==> src/rtl/riscv_i32_trace_unpack.sv <==
// riscv_i32_trace_unpack
//
// Trace replay decoder. Consumes a packed stream of 32-bit trace words over a
// valid/ready handshake, reassembles each record and drives the RISC-V i32
// trace bus with one retired instruction per record.
//
// Ports:
//   clk, clk__enable, reset   clock, clock enable, async active-high reset
//   in_valid/in_data/in_ready packed word input handshake
//   trace__*                  decoded record, instr_valid pulses once per record
//   format_error              sticky, set when a header has bad magic
//   record_count              number of records emitted (wraps)
module riscv_i32_trace_unpack (
    input  logic        clk,
    input  logic        clk__enable,
    input  logic        reset,
    input  logic        in_valid,
    input  logic [31:0] in_data,
    output logic        in_ready,
    output logic        trace__instr_valid,
    output logic [31:0] trace__instr_pc,
    output logic [31:0] trace__instr_data,
    output logic        trace__rfw_retire,
    output logic        trace__rfw_data_valid,
    output logic [4:0]  trace__rfw_rd,
    output logic [31:0] trace__rfw_data,
    output logic        trace__branch_taken,
    output logic [31:0] trace__branch_target,
    output logic        trace__trap,
    output logic        format_error,
    output logic [31:0] record_count
);

    typedef enum logic [2:0] {StHdr, StPc, StInstr, StRfw, StBr} state_e;

    state_e      state_q;
    logic        retire_q;
    logic        dv_q;
    logic [4:0]  rd_q;
    logic        br_q;
    logic        trap_q;
    logic [31:0] pc_q;
    logic [31:0] instr_q;
    logic [31:0] rfw_q;
    logic [31:0] next_pc_q;

    logic        accept;
    logic        hdr_ok;
    logic        emit;
    logic [31:0] emit_instr;
    logic [31:0] emit_rfw;
    logic [31:0] emit_tgt;
    logic [31:0] emit_next_pc;

    // The record's last word is emitted straight from in_data, so fields that
    // can be final are muxed between the live word and the collected value.
    always_comb begin
        accept       = in_valid & in_ready & clk__enable;
        hdr_ok       = (in_data[31:28] == 4'hA);
        emit         = accept & (((state_q == StInstr) & ~dv_q & ~br_q) |
                                 ((state_q == StRfw) & ~br_q) |
                                 (state_q == StBr));
        emit_instr   = (state_q == StInstr) ? in_data : instr_q;
        emit_rfw     = dv_q ? ((state_q == StRfw) ? in_data : rfw_q) : 32'd0;
        // When a branch is present its target is always the final word.
        emit_tgt     = br_q ? in_data : 32'd0;
        emit_next_pc = br_q ? in_data : pc_q + 32'd4;
    end

    always_ff @(posedge clk or posedge reset) begin
        if (reset) begin
            state_q               <= StHdr;
            retire_q              <= 1'b0;
            dv_q                  <= 1'b0;
            rd_q                  <= 5'd0;
            br_q                  <= 1'b0;
            trap_q                <= 1'b0;
            pc_q                  <= 32'd0;
            instr_q               <= 32'd0;
            rfw_q                 <= 32'd0;
            next_pc_q             <= 32'd0;
            in_ready              <= 1'b0;
            trace__instr_valid    <= 1'b0;
            trace__instr_pc       <= 32'd0;
            trace__instr_data     <= 32'd0;
            trace__rfw_retire     <= 1'b0;
            trace__rfw_data_valid <= 1'b0;
            trace__rfw_rd         <= 5'd0;
            trace__rfw_data       <= 32'd0;
            trace__branch_taken   <= 1'b0;
            trace__branch_target  <= 32'd0;
            trace__trap           <= 1'b0;
            format_error          <= 1'b0;
            record_count          <= 32'd0;
        end else if (clk__enable) begin
            in_ready           <= 1'b1;
            trace__instr_valid <= emit;

            if (accept) begin
                case (state_q)
                    StHdr: begin
                        if (hdr_ok) begin
                            retire_q <= in_data[0];
                            dv_q     <= in_data[1];
                            rd_q     <= in_data[6:2];
                            br_q     <= in_data[7];
                            trap_q   <= in_data[8];
                            // Implicit PC; overwritten by the PC word if present.
                            pc_q     <= next_pc_q;
                            state_q  <= in_data[9] ? StPc : StInstr;
                        end else begin
                            format_error <= 1'b1;
                        end
                    end
                    StPc: begin
                        pc_q    <= in_data;
                        state_q <= StInstr;
                    end
                    StInstr: begin
                        instr_q <= in_data;
                        state_q <= dv_q ? StRfw : (br_q ? StBr : StHdr);
                    end
                    StRfw: begin
                        rfw_q   <= in_data;
                        state_q <= br_q ? StBr : StHdr;
                    end
                    StBr: begin
                        state_q <= StHdr;
                    end
                    default: begin
                        state_q <= StHdr;
                    end
                endcase
            end

            if (emit) begin
                trace__instr_pc       <= pc_q;
                trace__instr_data     <= emit_instr;
                trace__rfw_retire     <= retire_q;
                trace__rfw_data_valid <= dv_q;
                trace__rfw_rd         <= rd_q;
                trace__rfw_data       <= emit_rfw;
                trace__branch_taken   <= br_q;
                trace__branch_target  <= emit_tgt;
                trace__trap           <= trap_q;
                record_count          <= record_count + 32'd1;
                next_pc_q             <= emit_next_pc;
            end
        end
    end

endmodule

==> config.mk <==
export PLATFORM = sky130hd
export DESIGN_NAME = riscv_i32_trace_unpack
export DESIGN_NICKNAME = d
export VERILOG_FILES = /design/src/rtl/riscv_i32_trace_unpack.sv
export SDC_FILE = /design/constraint.sdc
export NUM_CORES = 1
export LEC_CHECK = 0
export CAP_MARGIN = 20
export CORE_MARGIN = 2
export CORE_UTILIZATION = 50
export CTS_CLUSTER_SIZE = 12
export DETAILED_ROUTE_END_ITERATION = 10
export HOLD_SLACK_MARGIN = 0.03
export PLACE_DENSITY = 0.75
export SETUP_SLACK_MARGIN = 0.15
export SLEW_MARGIN = 20
export SYNTH_ARGS = -nofsm -noshare
export SYNTH_HDL_FRONTEND = slang
export SYNTH_SLANG_ARGS = --single-unit
==> constraint.sdc <==
create_clock -name clk -period 13 [get_ports clk]
set_clock_uncertainty 0.05 [all_clocks]
set_input_delay 1.3 -clock clk [delete_from_list [all_inputs] [get_ports clk]]
set_output_delay 1.3 -clock clk [all_outputs]
set_load 0.02 [all_outputs]
==> Yosys cells after proc, flatten, opt, wreduce, memory -nomap -nowiden <==
Index checks and enable logic that the tools add are counted.
W data, S select, Z words.
{ "classes": {"add_sub_neg": 2, "n_eq_ne": 6, "mux": 12, "bitwise": 11, "reduce_logical": 8} }
{ "ops": {"columns": ["op", "count"], "rows": [
  ["$mux W32", 6],
  ["$pmux W32 S2", 1],
  ["$add A32 B1 Y32 const B", 1],
  ["$add A32 B3 Y32 const B", 1],
  ["$pmux W3 S4", 1],
  ["$reduce_and A4 Y1", 3],
  ["$mux W3", 3],
  ["$and A1 B1 Y1", 6],
  ["$eq A3 B2 Y1 const B", 2],
  ["$eq A4 B4 Y1 const B", 1],
  ["$reduce_and A2 Y1", 2],
  ["$eq A3 B1 Y1 const B", 1],
  ["$eq A3 B3 Y1 const B", 1],
  ["$logic_not A3 Y1", 1],
  ["$not A1 Y1", 3],
  ["$reduce_and A3 Y1", 1],
  ["$mux W2", 1],
  ["$ne A2 B2 Y1 const B", 1],
  ["$or A1 B1 Y1", 2],
  ["$reduce_bool A2 Y1", 1]
]} }
{ "word_totals": {"regBits": 312, "output_inout_bits": 172, "word_cells": 62} }

==> Logic depth before layout (Yosys ltp) <==
{ "depth": {"depth_word": 7, "depth_mapped": 9} }

==> Worst setup path before layout <==
Ideal clock, no wire load.
{ "synth_path": {"path_kind": "input -> register", "start": "input port clk__enable", "end": "register next_pc_q[11]", "setup_ps": 125, "arrival_ps": 2607, "path_slack_ps": 10219, "stages": 5, "cell_sequence": "nand3_2 -> nor4_4 -> nand2b_2 -> buf_4 -> mux2_2"} }
{ "synth_via": {"elab_chain_len": 3} }
{ "synth_rtl": {"columns": ["element", "line_no", "source"], "rows": [
  ["start, declared", "15", "input logic clk__enable,"],
  ["$and A1 B1 Y1", "58", "accept = in_valid & in_ready & clk__enable;"],
  ["$and A1 B1 Y1", "60", "emit = accept & (((state_q == StInstr) & ~dv_q & ~br_q) |"],
  ["$reduce_and A2 Y1 (no source line) *", null, null],
  ["end signal, assigned", "147", "next_pc_q <= emit_next_pc;"],
  ["end, declared", "45", "logic [31:0] next_pc_q;"]
]} }
Mark *: on every way between the ends. The rest lies on a longest branch, timed or not.
A chain may end at the register's enable or synchronous reset.

==> Final worst setup path <==
{ "layout_path": {"start": "input port clk__enable", "end": "register trace__rfw_data[28]"} }
{ "layout_via": {"elab_chain_len": 3} }
{ "layout_rtl": {"columns": ["element", "line_no", "source"], "rows": [
  ["$and A1 B1 Y1", "58", null],
  ["$and A1 B1 Y1", "60", null],
  ["$reduce_and A2 Y1 (no source line) *", null, null],
  ["end signal, assigned", "142", "trace__rfw_data <= emit_rfw;"],
  ["end, declared", "26", "output logic [31:0] trace__rfw_data,"]
]} }
Marked as above.

==> impl_metrics.env <==
export IMPL_ir_drop_v=0.0001530
export IMPL_r2r_start="state_q[0]$_DFFE_PP0P_"
export IMPL_path_class="in2reg"
export IMPL_routedWlPerCell_um=19.25
export IMPL_status="completed"
export IMPL_grt_pass1_wl_mm=55.15
export IMPL_final_cell_mix="dfrtp_1, nand2_1, clkdlybuf4s50_1"
export IMPL_numCtsBuffers=34
export IMPL_async_flop_share_pct=100.0
export IMPL_p_sw_share_pct=30.54
export IMPL_ys_types=56
export IMPL_endpoint="trace__rfw_data[28]$_DFFE_PP0P_"
export IMPL_r2r_end="trace__rfw_data[28]$_DFFE_PP0P_"
export IMPL_clkTransAtPathRegs_ns=0.06
export IMPL_cpPeakStageDelay_ns=0.77
export IMPL_core_um2=26950
export IMPL_path_cells="clkdlybuf4s50_1 > nand3_2 > nor2_8 > nor2_4 > buf_4 > buf_4 > nor2_1 > a22o_1"
export IMPL_powerDensity_nw_per_um2=173.0
export IMPL_p_sw_uw=906.2
export IMPL_rsz0062_at_grt="false"
export IMPL_final_common_cell="dfrtp_1"
export IMPL_io_pins=208
export IMPL_drc=0
export IMPL_chipWidth_um=169.8
export IMPL_crit_start="clk__enable"
export IMPL_worst_r2r_setup_slack_ns=9.42
export IMPL_io_buffer_count=207
export IMPL_grt_usage_pct=24.29
export IMPL_clock_sinks=312
export IMPL_drv_slew=0
export IMPL_period_needed_ns=3.926
export IMPL_drtAntennaViolNets=0
export IMPL_vias=10145
export IMPL_setup_viol=0
export IMPL_ys_ff_latch=312
export IMPL_intPower_mw=2.061
export IMPL_grt_pass1_vias=9983
export IMPL_sequentialPowerShare_pct=45.0
export IMPL_rr_worst_depth=7
export IMPL_cpMostUsedCell="buf_4"
export IMPL_h_tree_depth=2
export IMPL_drt_iter0_markers=817
export IMPL_slowest_stage="buf_4"
export IMPL_grt_antenna_before_repair=1
export IMPL_dieArea_um2=28840
export IMPL_syn_inst=1264
export IMPL_worst_pin_slew_ns=1.025
export IMPL_layout_nets=1482
export IMPL_fin_cells=1806
export IMPL_period_share_pct=30.20
export IMPL_num_rows=60
export IMPL_slew_headroom_pct=31.07
export IMPL_max_freq_mhz=254.7
export IMPL_hold_violations=0
export IMPL_p_comb_share_pct=22.9
export IMPL_start_util_pct=51.02
export IMPL_synth_edff_count=0
export IMPL_leakagePower_nw=7.817
export IMPL_p_clk_share_pct=32.1
export IMPL_first_pass_iters=5
export IMPL_grt_max_degree=98
export IMPL_cp_data_required_time_ns=13.35
export IMPL_antennaDiodeCount=0
export IMPL_tns_ns=0
export IMPL_gp_congestion=0.8283
export IMPL_crit_path_end_kind="register"
export IMPL_areaGrowthSynthToFinish_pct=24.73
export IMPL_critPathLaunchType="input port"
export IMPL_root_buffer="clkbuf_16"
export IMPL_die_h_um=169.8
export IMPL_whs_ns=0.4111
export IMPL_cts_resized=0
export IMPL_cp_max_fo=97
export IMPL_dp_worst_setup_slack_ns=8.605
export IMPL_routed_wl_mm=34.76
export IMPL_cts_tree="yes"
export IMPL_ys_warn_count=0
export IMPL_post_cts_buffers=0
export IMPL_grt_overflow=0
export IMPL_cts_hold_buf=0
export IMPL_synth_yosys_seq_area_share_pct=56.78
export IMPL_synthesis_area_um2=13750
export IMPL_syn_area_per_cell_um2=10.88
export IMPL_hpwl_mm=22.35
export IMPL_viasPerCell=5.617
export IMPL_cp_arrival_ns=4.27
export IMPL_hold_path_class="reg2reg"
export IMPL_ys_flop_type="dfrtp_1"
export IMPL_synth_net_count=1302
export IMPL_max_cap_viol_count=0
export IMPL_setup_ws_ns=9.074
export IMPL_placed_cells=1748
export IMPL_cts_buffer_depth=3
export IMPL_fill_cells=2088
export IMPL_insertion_delay_ns=0.51
export IMPL_drive_gt1_share_pct=11.19
==> flip-flops by register name, summed over array words and instances (netlist names), 3 cells and up <==
register and count:
trace__rfw_rd 5, rd_q 5, instr_q 32, state_q 3, trace__branch_target 32, rfw_q 32, pc_q 32, record_count 32
next_pc_q 32, trace__rfw_data 32, trace__instr_data 32, trace__instr_pc 32
==> metrics by stage <==
step / utilization (%) / power [mW] / area [um^2]
final: 63.64 / 2.968 / 17150
after global routing: 63.64 / 3.111 / 17150
after CTS: 63.52 / 2.991 / 17120
after detailed placement: 59.43 / 2.029 / 16020
after global placement: 59.43 / 2.001 / 16020
after floorplan: - / 1.718 / 13750
==> how the worst min path moves through the flow <==
stage,cells after the start,endpoint,slack (ns),from
6_report,2,trace__branch_target[24]$_DFFE_PP0P_,0.41,trace__branch_target[24]$_DFFE_PP0P_
5_1_grt,2,trace__trap$_DFFE_PP0P_,0.43,trap_q$_DFFE_PP0P_
4_1_cts,2,trace__branch_target[24]$_DFFE_PP0P_,0.42,trace__branch_target[24]$_DFFE_PP0P_
3_5_place_dp,1,format_error$_DFFE_PP0P_,0.40,format_error$_DFFE_PP0P_
3_3_place_gp,2,trace__rfw_rd[3]$_DFFE_PP0P_,0.40,rd_q[3]$_DFFE_PP0P_
2_1_floorplan,2,trace__rfw_rd[0]$_DFFE_PP0P_,0.38,rd_q[0]$_DFFE_PP0P_
==> routing by layer <==
metal  wire [um]  part of all wire (%)  GRT usage [%]
met1       15360                    44          34.19
met2       16220                    47          38.47
met3        2360                   6.8          4.512
met4         809                   2.3          7.804
met5          14                 0.040              0
==> power groups by stage <==
stage / Combinational (mW) / Sequential [mW] / Clock [mW]
2_1_floorplan: 0.318 / 1.40 / 0
3_3_place_gp: 0.664 / 1.34 / 0
3_5_place_dp: 0.685 / 1.34 / 0
4_1_cts: 0.688 / 1.33 / 0.971
5_1_grt: 0.746 / 1.36 / 1.01
6_report: 0.681 / 1.33 / 0.953
==> worst max-delay path: cells and delay by family <==
kind | cells | cell delay [ns]
buffers and inverters | 3 | 1.98
and+or+nand+nor | 4 | 0.72
AOI/OAI and AO/OA | 1 | 0.20
==> synth_stat cells (all sizes together) (16+ instances only) <==
cell type / n / area share, %
a21oi: 34 / 1.2
a22o: 41 / 2.6
a22oi: 16 / 0.87
buf: 54 / 2.1
clkbuf: 25 / 0.69
dfrtp: 312 / 57
mux2: 76 / 6.2
mux2i: 95 / 6.9
nand2: 257 / 7.0
nand3: 35 / 1.3
nand4: 24 / 1.1
nor2: 83 / 2.5
o21ai: 86 / 3.1
xnor2: 31 / 2.0
xor2: 26 / 1.7
==> area by class of cell <==
class | instances | area [um^2] | area share (%)
Clock buffer | 53 | 1056 | 6.157
Clock inverter | 4 | 45.04 | 0.2626
Inverter | 7 | 33.78 | 0.1970
Multi-Input combinational cell | 866 | 5564 | 32.44
Sequential cell | 312 | 7809 | 45.53
Tap cell | 341 | 426.7 | 2.488
Timing Repair Buffer | 223 | 2216 | 12.92
==> kinds of logic after synthesis <==
| group | synth area share (%) |
|---|---|
| and+or+nand+nor | 14.44 |
| xor gates and xnor gates | 3.631 |
| adders and majority gates | 0.1820 |
| muxes | 13.14 |
| buffers and inverters | 3.012 |
| DFF | 56.78 |
| AOI/OAI and AO/OA | 8.809 |
Note: power is estimated with default switching activity, not from simulation.
